$ cat config.mk
export PLATFORM = sky130hd
export DESIGN_NAME = align_shift_pipe
export DESIGN_NICKNAME = d
export VERILOG_FILES = /design/src/rtl/align_shift_pipe.sv
export SDC_FILE = /design/constraint.sdc
export NUM_CORES = 1
export LEC_CHECK = 0
export CAP_MARGIN = 20
export CORE_MARGIN = 5
export CORE_UTILIZATION = 45
export CTS_CLUSTER_DIAMETER = 40
export DETAILED_ROUTE_END_ITERATION = 10
export GPL_TIMING_DRIVEN = 0
export PLACE_DENSITY_LB_ADDON = 0.2
export SLEW_MARGIN = 0
export SYNTH_ARGS = -nofsm -noshare
export SYNTH_HDL_FRONTEND = slang
export SYNTH_SLANG_ARGS = --single-unit
$ cat constraint.sdc
create_clock -name clk -period 5 [get_ports clk]
set_clock_uncertainty 0.15 [all_clocks]
set_input_delay 0.75 -clock clk [delete_from_list [all_inputs] [get_ports clk]]
set_output_delay 0.75 -clock clk [all_outputs]
set_load 0.01 [all_outputs]
$ cat src/rtl/align_shift_pipe.sv
// Pipelined mantissa-alignment right shifter with clamped shift amount and valid/ready flow control.
// Build option: define ALIGN_STICKY_EN to fold shifted-out bits into the result LSB as a sticky bit.
module align_shift_pipe #(
  parameter int MANT_W  = 23,
  parameter int SHAMT_W = 8,
  parameter int STAGES  = 2,
  parameter int TAG_W   = 4
) (
  input  logic                clk,
  input  logic                rst_n,
  input  logic                in_valid,
  output logic                in_ready,
  input  logic [SHAMT_W-1:0]  in_shamt,
  input  logic [MANT_W-1:0]   in_mant,
  input  logic                in_hidden,
  input  logic [TAG_W-1:0]    in_tag,
  output logic                out_valid,
  input  logic                out_ready,
  output logic [MANT_W+3:0]   out_result,
  output logic [TAG_W-1:0]    out_tag
);

  localparam int W   = MANT_W + 4;
  localparam int L   = $clog2(W + 1);
  localparam int LPS = (L + STAGES - 1) / STAGES;

  function automatic logic [L-1:0] clamp_amt(input logic [SHAMT_W-1:0] shamt);
    if (int'(shamt) >= W) return L'(W);
    return L'(shamt);
  endfunction

  function automatic logic [W-1:0] shift_levels(input logic [W-1:0] d, input logic [L-1:0] amt,
                                                input int lo, input int hi);
    logic [W-1:0] r;
    r = d;
    for (int j = 0; j < L; j++) begin
      if (j >= lo && j < hi && amt[j]) r = r >> (1 << j);
    end
    return r;
  endfunction

`ifdef ALIGN_STICKY_EN
  function automatic logic sticky_levels(input logic [W-1:0] d, input logic [L-1:0] amt,
                                         input int lo, input int hi);
    logic [W-1:0] r;
    logic         s;
    r = d;
    s = 1'b0;
    for (int j = 0; j < L; j++) begin
      if (j >= lo && j < hi && amt[j]) begin
        s = s | (|(r & ~({W{1'b1}} << (1 << j))));
        r = r >> (1 << j);
      end
    end
    return s;
  endfunction
`endif

  logic w_stall;
  logic w_en;

  // A full stall freezes every stage; bubbles are deliberately not squeezed out.
  assign w_stall  = out_valid & ~out_ready;
  assign w_en     = ~w_stall;
  assign in_ready = w_en;

  for (genvar s = 0; s < STAGES; s++) begin : g_stg
    localparam int LO = s * LPS;
    localparam int HI = ((s + 1) * LPS > L) ? L : (s + 1) * LPS;

    logic [W-1:0]     w_d;
    logic [L-1:0]     w_amt;
    logic [TAG_W-1:0] w_tag;
    logic             w_vld;
    logic [W-1:0]     r_data;
    logic [TAG_W-1:0] r_tag;
    logic             r_vld;
`ifdef ALIGN_STICKY_EN
    logic             w_stk;
    logic             r_stk;
`endif

    // ---- stage input select: operand port for stage 0, previous stage otherwise
    if (s == 0) begin : g_src
      assign w_d   = {in_hidden, in_mant, 3'b000};
      assign w_amt = clamp_amt(in_shamt);
      assign w_tag = in_tag;
      assign w_vld = in_valid;
`ifdef ALIGN_STICKY_EN
      assign w_stk = 1'b0;
`endif
    end else begin : g_src
      assign w_d   = g_stg[s-1].r_data;
      assign w_amt = g_stg[s-1].g_amt.r_amt;
      assign w_tag = g_stg[s-1].r_tag;
      assign w_vld = g_stg[s-1].r_vld;
`ifdef ALIGN_STICKY_EN
      assign w_stk = g_stg[s-1].r_stk;
`endif
    end

    always_ff @(posedge clk or negedge rst_n) begin
      if (!rst_n) begin
        r_vld <= 1'b0;
      end else if (w_en) begin
        r_vld <= w_vld;
      end
    end

    // ---- stage register boundary: output stage data is cleared on reset, inner stages are not
    if (s == STAGES - 1) begin : g_reg
      always_ff @(posedge clk or negedge rst_n) begin
        if (!rst_n) begin
          r_data <= '0;
          r_tag  <= '0;
`ifdef ALIGN_STICKY_EN
          r_stk  <= 1'b0;
`endif
        end else if (w_en) begin
          r_data <= shift_levels(w_d, w_amt, LO, HI);
          r_tag  <= w_tag;
`ifdef ALIGN_STICKY_EN
          r_stk  <= w_stk | sticky_levels(w_d, w_amt, LO, HI);
`endif
        end
      end
    end else begin : g_reg
      always_ff @(posedge clk) begin
        if (w_en) begin
          r_data <= shift_levels(w_d, w_amt, LO, HI);
          r_tag  <= w_tag;
`ifdef ALIGN_STICKY_EN
          r_stk  <= w_stk | sticky_levels(w_d, w_amt, LO, HI);
`endif
        end
      end
    end

    // The remaining shift amount is only carried forward to stages that still need it.
    if (s < STAGES - 1) begin : g_amt
      logic [L-1:0] r_amt;
      always_ff @(posedge clk) begin
        if (w_en) r_amt <= w_amt;
      end
    end
  end

  assign out_valid = g_stg[STAGES-1].r_vld;
  assign out_tag   = g_stg[STAGES-1].r_tag;
`ifdef ALIGN_STICKY_EN
  assign out_result = {g_stg[STAGES-1].r_data[W-1:1],
                       g_stg[STAGES-1].r_data[0] | g_stg[STAGES-1].r_stk};
`else
  assign out_result = g_stg[STAGES-1].r_data;
`endif

endmodule

# == Word level (Yosys, flattened, before mapping) ==
# Cells that the tools add are included.
# classes
order_cmp,1
mux,8
bitwise_logic,3
# op_table
op,n
27-bit two-way mux,4
23-bit two-way mux,1
5-bit two-way mux,2
"8-bit by 5-bit greater-or-equal comparator with 1-bit output, second input constant",1
1-bit NOT,2
1-bit bitwise AND,1
1-bit two-way mux,1
# totals
register_bits,69
elab_cells,20

# == Depth between registers and ports, before layout ==
# Gate-level depths: netlist of the first run.
# depth
word_depth,6
depth_mapped,6

# == Worst setup path before layout of the first run ==
# OpenSTA, ideal clock, no wires.
# synth_timing
path_kind,input -> output
start,input port out_ready
end,output port in_ready
arrival_time_ns,2.116
t_required_ns,4.100
slack_ns,1.984
stages,3
n_path_buf,1
path_cell_list,nor2b_1 > inv_1 > buf_1
# synth_between
elab_chain_len,3
# synth_lines
element,line,source
start: declaration,18,"input logic out_ready,"
1-bit NOT,63,assign w_stall = out_valid & ~out_ready;
1-bit bitwise AND,63,
1-bit NOT,64,assign w_en = ~w_stall;
end: declaration,12,"output logic in_ready,"
# No other way between the ends.

# == Worst setup path in the final report of the first run ==
# Ends and elaborated chain as after synthesis.

==> results of run 1 <==
## registers in the layout (all words and copies together), names as in the netlist
register / cells
out_result: 27
g_stg.g_amt.r_amt: 2
g_stg.r_data: 27
g_stg.r_vld: 1
g_stg.r_tag: 4
out_valid: 1
out_tag: 4
## synthesized netlist by cell type, drive strengths merged
| cell type | n |
|---|---|
| a211oi | 1 |
| a21boi | 1 |
| a21o | 1 |
| a21oi | 21 |
| a221o | 1 |
| a221oi | 18 |
| a22o | 13 |
| a31oi | 3 |
| a32oi | 1 |
| and3 | 2 |
| buf | 17 |
| clkbuf | 20 |
| dfrtp | 33 |
| edfxtp | 33 |
| inv | 6 |
| mux2 | 16 |
| mux2i | 35 |
| nand2 | 48 |
| nand2b | 6 |
| nand3 | 20 |
| nand3b | 1 |
| nand4 | 3 |
| nand4b | 1 |
| nor2 | 22 |
| nor2b | 3 |
| nor3 | 5 |
| nor4b | 1 |
| o211ai | 1 |
| o21a | 2 |
| o21ai | 15 |
| o221ai | 1 |
| o22ai | 4 |
| o31ai | 2 |
| o32a | 2 |
| o32ai | 1 |
| o41ai | 19 |
| or3 | 3 |
| or3b | 1 |
| or4 | 2 |
## cells by family (layout without fill, tap and decap cells)
| logic type | Yosys count | in the layout | share of synthesized area [%] |
|---|---|---|---|
| flops | 66 | 66 | 46.9 |
| compound gates | 107 | 107 | 20.4 |
| mux | 51 | 51 | 13.7 |
| simple gates | 118 | 118 | 14.1 |
| buf+inv | 43 | 131 | 4.87 |
## stage by stage
step	hold slack [ns]	setup WS [ns]	total power, mW
after floorplan	0.272	1.98	0.819
after global placement	0.277	0.303	0.956
after detailed placement	0.286	1.25	0.961
after CTS	0.304	1.24	1.44
after global routing	0.329	1.12	1.50
final	0.300	1.27	1.43
## power groups by stage
stage / combinational (mW) / sequential, mW / clock, mW
finish: 0.289 / 0.662 / 0.477
global route: 0.316 / 0.669 / 0.514
CTS: 0.288 / 0.663 / 0.487
detailed placement: 0.287 / 0.674 / 0
global placement: 0.282 / 0.673 / 0
floorplan: 0.143 / 0.677 / 0
## metal layers
layer,vias up,track usage [%]
met5,-,0
met4,0,8.86
met1,1581,26.1
met3,27,3.52
met2,156,33.5
li1,1649,-
## final cells by class
| cell class | count | area [sq um] |
|---|---|---|
| plain buffers | 37 | 168 |
| fillers | 751 | 3360 |
| multi-input cells | 276 | 1870 |
| flip-flops and latches | 66 | 1820 |
| clock buffers | 10 | 138 |
| well taps | 105 | 131 |
| clock inverters | 6 | 80.1 |
| repair buffers | 72 | 716 |
| inverters | 6 | 22.5 |
## path summary, 6_finish.rpt
check / start / to / slack, ns
min in group asynchronous: rst_n / out_result[2] / 0.32
setup / recovery: out_ready / in_ready / 1.27
hold / removal: g_stg[0].r_tag[2] / out_tag[2] / 0.30
max in group asynchronous: rst_n / out_result[7] / 3.92
hold reg to reg: g_stg[0].r_tag[2] / out_tag[2] / 0.30
setup reg to reg: out_valid / g_stg[0].r_tag[3] / 3.07
## worst max-delay path: stages
cell             delay (ns)
clkdlybuf4s50_1        0.45
nor2b_1                0.07
inv_1                  0.15
buf_2                  0.70
clkdlybuf4s50_1        0.68
==> flow_summary.ini, run 1 <==
[clock_tree]
clock_latency_ns = 0.33
cts.path.max_buffers = 2
clkTransAtPathRegs_ns = 0.07
cts_resized = 0
root_buffer = clkbuf_8
hold_buffers = 0
clkSinkCount = 66
cts.htree.levels = 3
cts_buffers = 9
postCtsSetupRepairBufs = 0
cts_tree = built

[cells_and_area]
fin_nets = 508
syn2layout_area_growth_pct = 27.5
mostFrequentLayoutCells = clkdlybuf4s50_1, nand2_1, mux2i_1, edfxtp_1, dfrtp_1
final_cell_count_no_fill = 578
drive_gt1_share_pct = 11.0
diodes = 0
fin_util_pct = 59.6
stdcell_area_sq_um = 4940
layout_commonest_cell = clkdlybuf4s50_1

[timing]
slew_headroom_pct = 42.0
layout_min_cycle_time_ns = 3.73
setup_tns_ns = 0
setup-violations-final = 0
tightest_slew_ns = 0.864
slew_viol_final = 0
fin_crit_sh_pct = 74.7
fmax_mhz = 268
hold_violations = 0
grt_setup_unrepaired = false

[logic_synthesis]
post-synth-top-area-cell = edfxtp_1
yosys_warnings = 0
syn-cell-area_sq_um = 3880
synth_area_per_cell_sq_um = 10.1
synth_top_area_share_pct = 25.6
synth_cells = 385
synth_cell_types = 45
ys_seq_area_share_pct = 46.9
syn_nets = 425
synth_area_leaders = edfxtp_1, dfrtp_1, mux2i_1
synth_seq_cells = 66

[critical_path]
cp_max_fo = 43
startpoint_type = input port
crit_required_ns = 4.10
cp-end-kind = primary output
path_class = in -> out
rr_worst_depth = 3
cp.arrival_ns = 2.83

[power_and_ir_drop]
clkPwrFrac_pct = 33.4
pwr-share-seq_pct = 46.4
vdd_ir_drop_max_mv = 0.167
pwr-share-comb_pct = 20.2
p_switching_uw = 368
cellPowerDensity_nw_per_um2 = 289
switching_share_pct = 25.8
intPower_mw = 1.06
cellLeakagePower_nw = 2.08

[place]
hpwl_microns = 7840
gp_congestion = 0.945
port-buffer-count = 72
post-place-cells = 562
placed_area_sq_um = 4720

[die]
core_region_area_sq_um = 8300
fp-row-count = 33
dieWidth_microns = 103
ioPinCount = 73
die_h_microns = 103
start_util_pct = 46.7
dieArea_sq_um = 10600

[route]
firstDrtPassIters = 5
routed-via-count = 3413
drt_iter0_markers = 252
highest-signal-layer = met4
viasPerCell = 5.90
avgRoutedWirePerCell_microns = 17.6
wl_microns = 10200
drc = 0
routedLengthMet1_microns = 4360
ant_nets = 0
wl_met2_microns = 4870
met3_length_microns = 649

[global_routing]
grt-ovfl-total = 0
grt_start_max_net_pins = 44
grt_pass1_vias = 3443
grt_pass1_wl_microns = 16900
grt_util_all_layers_pct = 20.2
antenna_found_initial = 0

[hold_path]
hp-class = reg -> reg
hold_depth = 2

[status]
status = finished clean

[run]
cap_violations = 0
Note: power is estimated with default switching activity, not from simulation.
==> run 2, diff against run 1 <==
==> constraint.sdc (replaced) <==
create_clock -name clk -period 3.4 [get_ports clk]
set_clock_uncertainty 0.15 [all_clocks]
set_input_delay 0.51 -clock clk [delete_from_list [all_inputs] [get_ports clk]]
set_output_delay 0.51 -clock clk [all_outputs]
set_load 0.01 [all_outputs]
==> run 2 against run 1 <==
  * Cell area hardly changed
  * Register-to-register slack lost 1.6 ns
  * Die area is the same
  * Count of clock-buffer cells in the layout stayed put
  * Total power up 47%
  * Clock power increased by 47%
  * Routed wire length up 0.38%
  * Critical endpoint unchanged
  * Largest cell class unchanged
==> flow_summary.ini, run 2 (synthesized netlist as in run 1, its figures left out) <==
[cells_and_area]
mostFrequentLayoutCells = clkdlybuf4s50_1, nand2_1, mux2i_1, edfxtp_1, dfrtp_1
drive_gt1_share_pct = 11.0
layout_commonest_cell = clkdlybuf4s50_1
diodes = 0
syn2layout_area_growth_pct = 27.6
stdcell_area_sq_um = 4940
fin_nets = 508
fillers = 752

[power_and_ir_drop]
cellPowerDensity_nw_per_um2 = 425
vdd_ir_drop_max_mv = 0.246
power_mw = 2.10
cellLeakagePower_nw = 2.08

[die]
dieWidth_microns = 103
die_h_microns = 103
fp-row-count = 33
start_util_pct = 46.7
dieArea_sq_um = 10600
ioPinCount = 73
core_region_area_sq_um = 8300

[critical_path]
cp-end-kind = primary output
crit_required_ns = 2.74
cp.arrival_ns = 2.34
path_class = in -> out
slowest_delay_ns = 0.64
r2r_end = out_result[26]
crit_cells = 5
crit_path_end = in_ready
r2r-start = g_stg[0].g_amt.r_amt[3]
crit_start = out_ready
crit_buf_inv = 4
cp_common_cell = clkdlybuf4s50_1
startpoint_type = input port
cp_slowest_cell = clkdlybuf4s50_1
cp_top_family = buffers and inverters
path_cells = clkdlybuf4s50_1 -> nor2b_1 -> inv_1 -> clkbuf_4 -> clkdlybuf4s50_1
rr_worst_depth = 4
reg2reg_slack_ns = 1.49
cp_max_fo = 43

[timing]
layout_min_cycle_time_ns = 3.00
hold_violations = 0
setup-violations-final = 0
fin_hold_ws_ns = 0.0800
tightest_slew_ns = 0.865
grt_setup_unrepaired = false
fmax_mhz = 333
slew_headroom_pct = 41.9
fin_crit_sh_pct = 88.4
slew_viol_final = 0

[route]
drt_iter0_markers = 214
ant_nets = 0
firstDrtPassIters = 4
avgRoutedWirePerCell_microns = 17.6
viasPerCell = 5.93
wl_microns = 10200
drc = 0
routed-via-count = 3430

[clock_tree]
postCtsSetupRepairBufs = 0
clock_latency_ns = 0.33
clkTransAtPathRegs_ns = 0.06
cts_buffers = 9
cts.htree.levels = 3
cts.path.max_buffers = 2
root_buffer = clkbuf_8
cts_tree = built
hold_buffers = 0
clkSinkCount = 66

[global_routing]
grt_util_all_layers_pct = 20.2
grt-ovfl-total = 0
grt_pass1_wl_microns = 16900
grt_pass1_vias = 3443
antenna_found_initial = 0
grt_start_max_net_pins = 44

[hold_path]
hp-class = in -> async

[place]
placed_area_sq_um = 4720
gp_congestion = 0.945
hpwl_microns = 7840
port-buffer-count = 72

[run]
cap_violations = 0

[status]
status = finished clean
-- run 2: power breakdown --
group	leakage [nW]	switching (mW)	internal [mW]
Sequential	0.764	0.0400	0.933
Combinational	1.20	0.228	0.198
Clock	0.116	0.275	0.427
-- run 2: cell type report --
type                            count  area, sq um  area share, %
Tap cell                          105          131           2.66
Sequential cell                    66         1820           36.7
Clock buffer                       10          138           2.78
Clock inverter                      6         80.1           1.62
Inverter                            6         22.5          0.455
Buffer                             37          170           3.44
Multi-Input combinational cell    276         1870           37.8
Timing Repair Buffer               72          716           14.5
-- run 2: through the flow --
stage	setup WS [ns]	instances	util (%)	setup TNS [ns]
finish	0.396	578	59.6	0
global route	0.272	578	59.6	0
CTS	0.120	578	59.6	0
detailed placement	0.133	562	56.9	0
global placement	-0.817	562	57.0	-0.817
floorplan	0.864	385	-	0
-- run 2: worst min path at each step --
stage                     cells past startpoint  slack [ns]              to
after floorplan                               0        0.06  g_stg[0].r_vld
after global placement                        2        0.28      out_tag[2]
after detailed placement                      2        0.29      out_tag[2]
after CTS                                     1        0.09   out_result[0]
after global routing                          1        0.13   out_result[2]
final                                         1        0.08   out_result[2]
-- run 2: repair_timing --
action | CTS | global route
gates resized for setup | 0 | 1
setup endpoints to repair | 0 | 1
hold endpoints to repair | 0 | 0
-- run 2: metal layers --
| layer | share of wire, % | up-vias | GRT usage (%) |
|---|---|---|---|
| met5 | 0 | - | 0 |
| met4 | 2.7 | 0 | 8.86 |
| met3 | 6.3 | 27 | 3.52 |
| met2 | 48 | 148 | 33.5 |
| met1 | 43 | 1613 | 26.1 |
| li1 | - | 1642 | - |
-- run 2: worst reg2reg max path: cells and delay by family (launching register included) --
| family | cells | cell delay [ns] |
|---|---|---|
| simple gates | 1 | 0.73 |
| buf+inv | 2 | 0.38 |
| flops | 1 | 0.36 |
| compound gates | 1 | 0.24 |
